### src/rtl/decode_issue_buffer_pkg.sv
// Shared types for the ID->EXE issue buffer: FSM encodings,
// decoded-bundle field layout and the serialising ALU opcodes.
package decode_issue_buffer_pkg;

    typedef enum logic [1:0] {
        ST_RUN    = 2'd0,
        ST_DRAIN  = 2'd1,
        ST_BUBBLE = 2'd2,
        ST_NOTIFY = 2'd3
    } dib_state_e;

    localparam int BUNDLE_W_DEF = 160;

    // Bundle layout, LSB offsets and widths
    localparam int INSTR_LSB = 128;
    localparam int INSTR_W   = 32;
    localparam int PC_LSB    = 96;
    localparam int PC_W      = 32;
    localparam int OPA_LSB   = 64;
    localparam int OPA_W     = 32;
    localparam int OPB_LSB   = 32;
    localparam int OPB_W     = 32;
    localparam int REGS_LSB  = 17;
    localparam int REGS_W    = 15;
    localparam int CTRL_LSB  = 0;
    localparam int CTRL_W    = 17;
    localparam int ALU_LSB   = 0;
    localparam int ALU_W     = 6;

    localparam logic [5:0] ALU_LL = 6'b101000;
    localparam logic [5:0] ALU_SC = 6'b110110;

    // ID uses this to raise in_serial for LL/SC
    function automatic logic is_llsc(input logic [5:0] alu);
        return (alu == ALU_LL) || (alu == ALU_SC);
    endfunction

endpackage

### src/rtl/decode_issue_buffer_if.sv
// ID->buffer->EXE handshake bundle.
// slave: buffer side; master: ID/EXE (or bench) side.
interface decode_issue_buffer_if
    import decode_issue_buffer_pkg::*;
#(
    parameter int BUNDLE_W = BUNDLE_W_DEF
);
    logic                in_valid;
    logic                in_ready;
    logic [BUNDLE_W-1:0] in_bundle;
    logic                in_serial;
    logic                in_sys;
    logic                out_valid;
    logic                out_ready;
    logic [BUNDLE_W-1:0] out_bundle;

    modport slave (
        input  in_valid, in_bundle, in_serial, in_sys, out_ready,
        output in_ready, out_valid, out_bundle
    );

    modport master (
        output in_valid, in_bundle, in_serial, in_sys, out_ready,
        input  in_ready, out_valid, out_bundle
    );
endinterface

### src/rtl/decode_issue_buffer_issue_fifo_core.sv
// DEPTH-entry FIFO storage, pointers and occupancy.
// Ports: enq_i/deq_i/flush_i, wdata_i -> rdata_o, valid_o, count_o.
module issue_fifo_core
    import decode_issue_buffer_pkg::*;
#(
    parameter  int BUNDLE_W = BUNDLE_W_DEF,
    parameter  int DEPTH    = 4,
    localparam int CNT_W    = $clog2(DEPTH + 1),
    localparam int PTR_W    = (DEPTH > 1) ? $clog2(DEPTH) : 1
) (
    input  logic                CLK,
    input  logic                RESET,
    input  logic                enq_i,
    input  logic                deq_i,
    input  logic                flush_i,
    input  logic [BUNDLE_W-1:0] wdata_i,
    output logic [BUNDLE_W-1:0] rdata_o,
    output logic                valid_o,
    output logic [CNT_W-1:0]    count_o
);

    logic [BUNDLE_W-1:0] mem [DEPTH];
    logic [PTR_W-1:0]    wr_q, wr_d;
    logic [PTR_W-1:0]    rd_q, rd_d;
    logic [CNT_W-1:0]    cnt_q, cnt_d;

    // Explicit wrap so DEPTH need not be a power of two
    function automatic logic [PTR_W-1:0] bump(input logic [PTR_W-1:0] p);
        return (p == PTR_W'(DEPTH - 1)) ? '0 : p + PTR_W'(1);
    endfunction

    always_comb begin
        wr_d  = wr_q;
        rd_d  = rd_q;
        cnt_d = cnt_q;
        if (flush_i) begin
            rd_d  = wr_q;
            cnt_d = '0;
        end else begin
            if (enq_i) wr_d = bump(wr_q);
            if (deq_i) rd_d = bump(rd_q);
            if (enq_i && !deq_i)
                cnt_d = cnt_q + CNT_W'(1);
            else if (!enq_i && deq_i)
                cnt_d = cnt_q - CNT_W'(1);
        end
    end

    always_ff @(posedge CLK or negedge RESET) begin
        if (!RESET) begin
            wr_q  <= '0;
            rd_q  <= '0;
            cnt_q <= '0;
        end else begin
            wr_q  <= wr_d;
            rd_q  <= rd_d;
            cnt_q <= cnt_d;
        end
    end

    // Storage is deliberately left unreset
    always_ff @(posedge CLK) begin
        if (enq_i && !flush_i)
            mem[wr_q] <= wdata_i;
    end

    assign valid_o = (cnt_q != '0);
    assign rdata_o = valid_o ? mem[rd_q] : '0;
    assign count_o = cnt_q;

endmodule

### src/rtl/decode_issue_buffer.sv
// ID->EXE decoupling buffer with serialisation FSM (drain, bubbles, SYS).
// Ports: CLK, RESET, bus (slave), flush, SYS, WANT_FREEZE, count, state.
module decode_issue_buffer
    import decode_issue_buffer_pkg::*;
#(
    parameter  int BUNDLE_W = BUNDLE_W_DEF,
    parameter  int DEPTH    = 4,
    parameter  int BUBBLES  = 3,
    localparam int CNT_W    = $clog2(DEPTH + 1)
) (
    input  logic                  CLK,
    input  logic                  RESET,
    decode_issue_buffer_if.slave  bus,
    input  logic                  flush,
    output logic                  SYS,
    output logic                  WANT_FREEZE,
    output logic [CNT_W-1:0]      count,
    output logic [1:0]            state
);

    localparam int BUB_W = $clog2(BUBBLES + 1);

    dib_state_e       state_q, state_d;
    logic [BUB_W-1:0] bub_q, bub_d;
    logic             sys_pend_q, sys_pend_d;
    logic             in_rdy;
    logic             enq;
    logic             deq;

    // Gated by RESET so ID sees not-ready while held in reset
    assign in_rdy = RESET
                  & (state_q == ST_RUN)
                  & (count < CNT_W'(DEPTH))
                  & ~flush;

    assign bus.in_ready = in_rdy;
    assign enq          = bus.in_valid & in_rdy;
    assign deq          = bus.out_valid & bus.out_ready;
    assign WANT_FREEZE  = bus.in_valid & ~in_rdy;

    issue_fifo_core #(
        .BUNDLE_W (BUNDLE_W),
        .DEPTH    (DEPTH)
    ) u_fifo (
        .CLK     (CLK),
        .RESET   (RESET),
        .enq_i   (enq),
        .deq_i   (deq),
        .flush_i (flush),
        .wdata_i (bus.in_bundle),
        .rdata_o (bus.out_bundle),
        .valid_o (bus.out_valid),
        .count_o (count)
    );

    always_comb begin
        state_d    = state_q;
        bub_d      = bub_q;
        sys_pend_d = sys_pend_q;
        if (flush) begin
            state_d    = ST_RUN;
            bub_d      = '0;
            sys_pend_d = 1'b0;
        end else begin
            unique case (1'b1)
                (state_q == ST_RUN): begin
                    if (enq && bus.in_serial) begin
                        state_d    = ST_DRAIN;
                        sys_pend_d = bus.in_sys;
                    end
                end
                (state_q == ST_DRAIN): begin
                    // Last entry leaving this cycle counts as drained
                    if (count == '0 ||
                        (count == CNT_W'(1) && deq)) begin
                        state_d = ST_BUBBLE;
                        bub_d   = BUB_W'(BUBBLES);
                    end
                end
                (state_q == ST_BUBBLE): begin
                    bub_d = bub_q - BUB_W'(1);
                    if (bub_q <= BUB_W'(1)) begin
                        bub_d   = '0;
                        state_d = sys_pend_q ? ST_NOTIFY : ST_RUN;
                    end
                end
                (state_q == ST_NOTIFY): begin
                    sys_pend_d = 1'b0;
                    state_d    = ST_RUN;
                end
                default: state_d = ST_RUN;
            endcase
        end
    end

    always_ff @(posedge CLK or negedge RESET) begin
        if (!RESET) begin
            state_q    <= ST_RUN;
            bub_q      <= '0;
            sys_pend_q <= 1'b0;
        end else begin
            state_q    <= state_d;
            bub_q      <= bub_d;
            sys_pend_q <= sys_pend_d;
        end
    end

    assign SYS   = (state_q == ST_NOTIFY);
    assign state = state_q;

endmodule

### src/flat_wrapper.sv
// flat-port wrapper written by rule: the top's interface ports become plain ports
module decode_issue_buffer_flat import decode_issue_buffer_pkg::*;
#(
    parameter  int BUNDLE_W = BUNDLE_W_DEF,
    parameter  int DEPTH    = 4,
    parameter  int BUBBLES  = 3,
    localparam int CNT_W    = $clog2(DEPTH + 1)
)
  (CLK, RESET, flush, SYS, WANT_FREEZE, count, state, bus_in_valid, bus_in_bundle, bus_in_serial, bus_in_sys, bus_out_ready, bus_in_ready, bus_out_valid, bus_out_bundle);
  decode_issue_buffer_if #(.BUNDLE_W(BUNDLE_W)) bus_i ();
  input  logic CLK;
  input  logic RESET;
  input  logic flush;
  output logic SYS;
  output logic WANT_FREEZE;
  output logic [CNT_W-1:0] count;
  output logic [1:0] state;
  input wire logic [$bits(bus_i.in_valid)-1:0] bus_in_valid;
  input wire logic [$bits(bus_i.in_bundle)-1:0] bus_in_bundle;
  input wire logic [$bits(bus_i.in_serial)-1:0] bus_in_serial;
  input wire logic [$bits(bus_i.in_sys)-1:0] bus_in_sys;
  input wire logic [$bits(bus_i.out_ready)-1:0] bus_out_ready;
  output wire logic [$bits(bus_i.in_ready)-1:0] bus_in_ready;
  output wire logic [$bits(bus_i.out_valid)-1:0] bus_out_valid;
  output wire logic [$bits(bus_i.out_bundle)-1:0] bus_out_bundle;
  assign bus_i.in_valid = bus_in_valid;
  assign bus_i.in_bundle = bus_in_bundle;
  assign bus_i.in_serial = bus_in_serial;
  assign bus_i.in_sys = bus_in_sys;
  assign bus_i.out_ready = bus_out_ready;
  assign bus_in_ready = bus_i.in_ready;
  assign bus_out_valid = bus_i.out_valid;
  assign bus_out_bundle = bus_i.out_bundle;
  decode_issue_buffer #(.BUNDLE_W(BUNDLE_W), .DEPTH(DEPTH), .BUBBLES(BUBBLES)) u_core (.CLK(CLK), .RESET(RESET), .bus(bus_i), .flush(flush), .SYS(SYS), .WANT_FREEZE(WANT_FREEZE), .count(count), .state(state));
endmodule
### config.mk
export PLATFORM = sky130hd
export DESIGN_NAME = decode_issue_buffer_flat
export DESIGN_NICKNAME = d
export VERILOG_FILES = /design/src/rtl/decode_issue_buffer_pkg.sv /design/src/rtl/decode_issue_buffer_if.sv /design/src/rtl/decode_issue_buffer_issue_fifo_core.sv /design/src/rtl/decode_issue_buffer.sv /design/src/flat_wrapper.sv
export SDC_FILE = /design/constraint.sdc
export NUM_CORES = 1
export LEC_CHECK = 0
export BUFFER_PORTS_ARGS = -buffer_cell sky130_fd_sc_hd__buf_2
export CELL_PAD_IN_SITES_DETAIL_PLACEMENT = 0
export CELL_PAD_IN_SITES_GLOBAL_PLACEMENT = 1
export CORE_MARGIN = 8
export CORE_UTILIZATION = 35
export CTS_CLUSTER_SIZE = 10
export DETAILED_ROUTE_END_ITERATION = 6
export HOLD_SLACK_MARGIN = 0.12
export PLACE_DENSITY = 0.57
export SYNTH_ARGS = -nofsm -noshare
export SYNTH_HDL_FRONTEND = slang
export SYNTH_SLANG_ARGS = --single-unit
### constraint.sdc
create_clock -name CLK -period 14.8 [get_ports CLK]
set_input_delay 0.74 -clock CLK [delete_from_list [all_inputs] [get_ports CLK]]
set_output_delay 0.74 -clock CLK [all_outputs]
set_load 0.005 [all_outputs]
==> flow_metrics.env, run 1 <==
export IMPL_netlist_top_cell_by_area="edfxtp_1"
export IMPL_area_growth_pct=19.2
export IMPL_syn_inst=1104
export IMPL_timing_worst_slew_pin_value_ns=1.01
export IMPL_wire_per_inst_um=22.9
export IMPL_max_freq_mhz=246
export IMPL_number_of_cell_instances_on_the_worst_register_to_register_path=4
export IMPL_die_area_sq_um=80100
export IMPL_worstPathMaxFanout=89
export IMPL_synth_common_cells="edfxtp_1 (640), and2_1 (161), mux4_2 (160)"
export IMPL_via_count=11910
export IMPL_synth_area_top_cells="edfxtp_1 (77%), mux4_2 (14%), and2_1 (4.0%), dfrtp_1 (1.2%), buf_6 (0.50%)"
export IMPL_worst_skew_pair_late_latency_ns=0.59
export IMPL_fp_dieW_um=283
export IMPL_crit_path_max_incr_delay_ns=0.69
export IMPL_sequential_fraction_of_the_synthesis_area_pct=78.2
export IMPL_cp_end_kind="output port"
export IMPL_port_buffer_count=335
export IMPL_min_path_type="primary input to register"
export IMPL_final_layout_size_suffix_gt1_share_pct=40.4
export IMPL_min_period_over_period_pct=27.5
export IMPL_netlist_area_leader_share_pct=77.0
export IMPL_critPathLaunch="u_core.u_fifo.count_o[1]"
export IMPL_sink_count_of_the_clock_tree=652
export IMPL_grt_pass1_vias=13378
export IMPL_worst_setup_path_endpoint="bus_out_bundle[127]"
export IMPL_post_cts_resized_instances=0
export IMPL_unrepaired_setup_endpoints_after_global_routing="false"
export IMPL_yosys_warnings=0
export IMPL_slowest_stage="buf_4"
export IMPL_worst_endpoint_required_ns=14.06
export IMPL_setup_slack_of_the_worst_register_to_register_path_ns=11.52
export IMPL_num_rows=98
export IMPL_firstDrtPassIters=4
export IMPL_synth_enable_flop_cells=640
export IMPL_timing_critical_path_cells="inv_1 > ha_1 > nor2b_2 > inv_4 > buf_4 > and2_1 > buf_2"
export IMPL_drv_slew=0
export IMPL_worstReg2RegEnd="u_core.u_fifo.mem[2][60]"
export IMPL_post_layout_total_power_w=0.00525
export IMPL_setup_tns_ns=0
export IMPL_timing_worst_setup_path_type="register to output port"
export IMPL_setup_viol_count_final=0
export IMPL_period_needed_ns=4.07
export IMPL_fillerInstances=6341
export IMPL_pin_count_of_the_biggest_net_entering_global_routing=99
export IMPL_rr_startpoint="u_core.state[0]"
export IMPL_h_tree_depth=3
export IMPL_ctsRootBufferMaster="clkbuf_16"
export IMPL_ios=336
export IMPL_postSynthNetCount=1279
export IMPL_total_leakage_power_nw=10.1
export IMPL_critPathLaunchType="register"
export IMPL_yosys_cell_types_count=35
export IMPL_clockBufferDepth=3
export IMPL_detail_route_wirelength_um=56400
export IMPL_grt_remaining_overflow=0
export IMPL_vias_per_cell=4.84
export IMPL_ys_seq_elements=652
export IMPL_cp_arrival_ns=3.33
export IMPL_tritoncts="done"
export IMPL_maxCapViolations=0
export IMPL_drt_drc_violations_left=0
export IMPL_syn_cell_area_sq_um=25000
export IMPL_detail_route_antenna_nets=0
export IMPL_cts_repair_timing_setup_buffer_count=0
export IMPL_grt_first_pass_wirelength_um=85500
export IMPL_outcome="finished clean"
export IMPL_layout_nets=1652
export IMPL_synth_most_common_cell="edfxtp_1"
export IMPL_cts_hold_buffers_added=1
export IMPL_postSynthAreaPerCell_sq_um=22.6
export IMPL_number_of_antenna_violations_at_the_first_check_in_global_routing=15
export IMPL_die_h_um=283
export IMPL_numCtsBuffers=77
export IMPL_clkSlewWorstSetupHoldPaths_ns=0.05
export IMPL_yosys_most_used_dff="edfxtp_1"
export IMPL_detailedRoute_firstIterationViolations=725
export IMPL_hpwl_um=32800
export IMPL_irDropWorstVdd_mv=0.118
export IMPL_post_dp_cell_area_sq_um=27700
export IMPL_core_area_sq_um=71000
export IMPL_setup_skew_ns=0.0162
export IMPL_starting_density_pct=35.2
export IMPL_grt_use_total_pct=13.9
export IMPL_gpl_final_weighted_congestion=0.733
export IMPL_worst_slew_margin_rel_pct=32.4
export IMPL_final_area_sq_um=29800
export IMPL_powerDensity_nw_per_um2=176
export IMPL_hold_viol=0
export IMPL_synth_async_sr_flop_share_pct=1.84
-- placed cells by master (no fill, tap or decap), types with 6 or more instances in the layout --
cell and instances:
inv_1 6, clkbuf_1 19, and2_1 161, clkbuf_16 77, ha_1 8, dfrtp_1 10
buf_2 335, buf_4 13, o21ai_0 9, mux4_2 160, edfxtp_1 640
-- worst max-delay path, delay by kind of cell, from the launching register on --
kind                       cells  cell delay (ns)
adders and majority gates      1             0.21
buffers and inverters          4             1.56
DFF                            1             0.41
and+or+nand+nor                2             0.45
-- worst min-delay path by stage --
stage / from / end / slack [ns] / depth (start not counted)
2_1_floorplan: RESET / u_core.bub_q[0] / 0.44 / 0
3_3_place_gp: u_core.u_fifo.wr_q[1] / u_core.u_fifo.rd_q[1] / 0.54 / 2
3_5_place_dp: u_core.u_fifo.wr_q[1] / u_core.u_fifo.rd_q[1] / 0.55 / 2
4_1_cts: bus_in_bundle[123] / u_core.u_fifo.mem[2][123] / 0.30 / 1
5_1_grt: bus_in_bundle[123] / u_core.u_fifo.mem[3][123] / 0.32 / 1
6_report: bus_in_bundle[123] / u_core.u_fifo.mem[3][123] / 0.36 / 1
-- metal layers --
| metal | vias up | global-route usage (%) | share of wire [%] | wire [um] |
|---|---|---|---|---|
| li1 | 5265 | - | - | - |
| met1 | 6247 | 17.4 | 42 | 23700 |
| met2 | 306 | 23.4 | 50 | 28000 |
| met3 | 82 | 4.07 | 6.4 | 3580 |
| met4 | 10 | 3.96 | 1.8 | 1010 |
| met5 | - | 0 | 0.11 | 60 |
-- per-stage QoR --
step / worst slack (ns) / std cells / hold slack [ns] / util [%]
floorplan: 9.40 / 1104 / 0.444 / -
global placement: 10.91 / 2347 / 0.536 / 39.0
detailed placement: 10.85 / 2347 / 0.550 / 39.0
CTS: 10.50 / 2454 / 0.295 / 41.9
global route: 10.43 / 2454 / 0.320 / 41.9
finish: 10.73 / 2459 / 0.358 / 41.9
-- logic make-up (layout without fill, tap and decap cells) --
kind of cell	after synthesis	in the layout	share of synthesized area (%)
XOR/XNOR	2	2	0.0702
AO/OA/AOI/OAI	21	21	0.491
adder cells (fa/ha/maj)	9	9	0.446
flip-flops	652	652	78.2
buffers and inverters	63	463	1.38
other	0	5	0
multiplexers	162	162	14.5
AND/OR/NAND/NOR	195	195	4.90
-- power breakdown --
part / total [W] / internal, W / switching (W)
registers: 0.00222 / 0.00214 / 0.0000830
logic: 0.00140 / 0.000701 / 0.000700
clock network: 0.00162 / 0.000945 / 0.000677
-- layout make-up --
class	count	area, sq um	share of cell area [%]
flip-flops and latches	652	19500	65.6
repair buffers	350	1800	6.06
diodes	5	12.5	0.0420
clock inverters	9	75.1	0.252
clock buffers	97	2010	6.76
well taps	950	1190	3.99
inverters	7	28.8	0.0967
multi-input cells	389	5120	17.2
-- flip-flops by register name, summed over array words and instances (netlist names) --
register and cells:
u_core.bub_q 2, u_core.state 2, u_core.sys_pend_q 1, u_core.u_fifo.count_o 3, u_core.u_fifo.mem 640, u_core.u_fifo.rd_q 2
u_core.u_fifo.wr_q 2
Note: power is estimated with default switching activity, not from simulation.
==> inputs of run 2 (changes only) <==
Settings changed: PLACE_DENSITY 0.57 to 0.59.
Clock period 14.8 ns to 3.7 ns, I/O delays scaled along.
==> flow_metrics.env, run 2 (synthesized netlist as in run 1, its figures left out) <==
export IMPL_outcome="finished clean"
export IMPL_fraction_of_power_consumed_by_combinational_cells_pct=28.5
export IMPL_grt_use_total_pct=14.6
export IMPL_cp_end_kind="output port"
export IMPL_top_register="u_core.u_fifo.mem"
export IMPL_detail_route_antenna_nets=0
export IMPL_die_area_sq_um=80100
export IMPL_post_layout_total_power_w=0.0217
export IMPL_irDropWorstVdd_mv=0.413
export IMPL_powerDensity_nw_per_um2=678
export IMPL_sink_count_of_the_clock_tree=652
export IMPL_numCtsBuffers=78
export IMPL_hpwl_um=37000
export IMPL_detailedRoute_firstIterationViolations=821
export IMPL_die_h_um=283
export IMPL_worst_slew_margin_rel_pct=47.5
export IMPL_layout_nets=1852
export IMPL_cts_hold_buffers_added=168
export IMPL_core_area_sq_um=71000
export IMPL_timing_worst_slew_pin_value_ns=0.788
export IMPL_layout_cells_most_common_list="edfxtp_1 (640), buf_2 (335), dlygate4sd3_1 (168)"
export IMPL_switching_power_share_of_the_total_pct=28.0
export IMPL_port_buffer_count=335
export IMPL_clkSlewWorstSetupHoldPaths_ns=0.05
export IMPL_worst_skew_pair_late_latency_ns=0.59
export IMPL_tritoncts="done"
export IMPL_final_area_sq_um=32000
export IMPL_power_switching_w=0.00606
export IMPL_min_path_type="primary input to register"
export IMPL_finalWorstSetupSlack_ns=0.664
export IMPL_fillerInstances=6125
export IMPL_hold_viol=0
export IMPL_rr_startpoint="u_core.state[0]"
export IMPL_number_of_antenna_violations_at_the_first_check_in_global_routing=6
export IMPL_layout_commonest_cell="edfxtp_1"
export IMPL_min_period_over_period_pct=82.0
export IMPL_grt_first_pass_wirelength_um=90100
export IMPL_detail_route_wirelength_um=59100
export IMPL_critPathLaunchType="register"
export IMPL_vias_per_cell=4.79
export IMPL_area_growth_pct=28.1
export IMPL_max_ffs_per_register=640
export IMPL_cell_internal_pwr_w=0.0156
export IMPL_drv_slew=0
export IMPL_timing_worst_setup_path_type="register to output port"
export IMPL_setup_tns_ns=0
export IMPL_ios=336
export IMPL_unrepaired_setup_endpoints_after_global_routing="false"
export IMPL_h_tree_depth=3
export IMPL_final_util_pct=45.0
export IMPL_clockBufferDepth=3
export IMPL_starting_density_pct=35.2
export IMPL_pin_count_of_the_biggest_net_entering_global_routing=78
export IMPL_post_dp_cell_area_sq_um=28100
export IMPL_num_rows=98
export IMPL_setup_skew_ns=0.0145
export IMPL_hold_path_startpoint="bus_in_valid"
export IMPL_drt_drc_violations_left=0
export IMPL_clock_group_share_of_total_power_pct=30.5
export IMPL_worst_endpoint_required_ns=3.51
export IMPL_period_needed_ns=3.04
export IMPL_dpl_worst_slack_ns=1.18
export IMPL_gpl_final_weighted_congestion=0.695
export IMPL_setup_viol_count_final=0
export IMPL_wire_per_inst_um=22.3
export IMPL_firstDrtPassIters=5
export IMPL_cts_repair_timing_setup_buffer_count=0
export IMPL_critPathLaunch="u_core.u_fifo.count_o[0]"
export IMPL_grt_pass1_vias=14482
export IMPL_final_layout_size_suffix_gt1_share_pct=37.7
export IMPL_max_freq_mhz=329
export IMPL_maxCapViolations=0
export IMPL_total_leakage_power_nw=11.1
export IMPL_cp_arrival_ns=2.85
export IMPL_grt_remaining_overflow=0
export IMPL_seqPwrFrac_pct=41.0
export IMPL_via_count=12710
export IMPL_post_cts_resized_instances=0
export IMPL_fp_dieW_um=283
export IMPL_worstPathMaxFanout=77
export IMPL_ctsRootBufferMaster="clkbuf_16"
[run 2: metal layers]
metal / track usage, % / vias up / routed length [um]
met5: 0 / - / 13
met4: 3.95 / 2 / 999
met1: 18.9 / 6613 / 25400
met3: 3.52 / 78 / 3580
li1: - / 5650 / -
met2: 24.6 / 367 / 29100
[run 2: power groups by stage]
stage	Clock, W	Combinational [W]	Sequential, W
floorplan	0	0.00373	0.00881
global placement	0	0.00625	0.00903
detailed placement	0	0.00625	0.00905
CTS	0.00684	0.00643	0.00890
global route	0.00708	0.00675	0.00893
finish	0.00662	0.00617	0.00888
[run 2: final cells by class]
type                            count  area, sq um  area share [%]
Sequential cell                   652        19500            61.1
Multi-Input combinational cell    389         5120            16.0
Timing Repair Buffer              549         3950            12.4
Clock buffer                       94         2030            6.36
Tap cell                          950         1190            3.72
Clock inverter                     11          110           0.344
Inverter                            7         28.8          0.0900
Antenna cell                        4         10.0          0.0313
[run 2: worst max-delay path, cell delays in order, from the launching register on]
cell and delay [ns]:
dfrtp_1 0.43, inv_1 0.10, ha_1 0.22, nor2b_2 0.19, inv_4 0.43, buf_12 0.34
and2_1 0.29, buf_2 0.15
[run 2: path summary, 6_finish.rpt]
check	end	slack, ns	depth (start not counted)
setup / recovery	bus_out_bundle[118]	0.66	7
hold / removal	u_core.u_fifo.wr_q[0]	0.22	5
setup reg to reg	u_core.sys_pend_q	1.06	6
hold reg to reg	u_core.u_fifo.rd_q[1]	0.58	2
max in group asynchronous	u_core.u_fifo.rd_q[1]	2.55	3
min in group asynchronous	u_core.u_fifo.count_o[2]	0.72	3
[run 2: through the flow]
stage / std cells / hold slack [ns]
6_report: 2656 / 0.224
5_1_grt: 2655 / 0.224
4_1_cts: 2652 / 0.168
3_5_place_dp: 2379 / 0.0906
3_3_place_gp: 2379 / 0.0888
2_1_floorplan: 1104 / -0.111
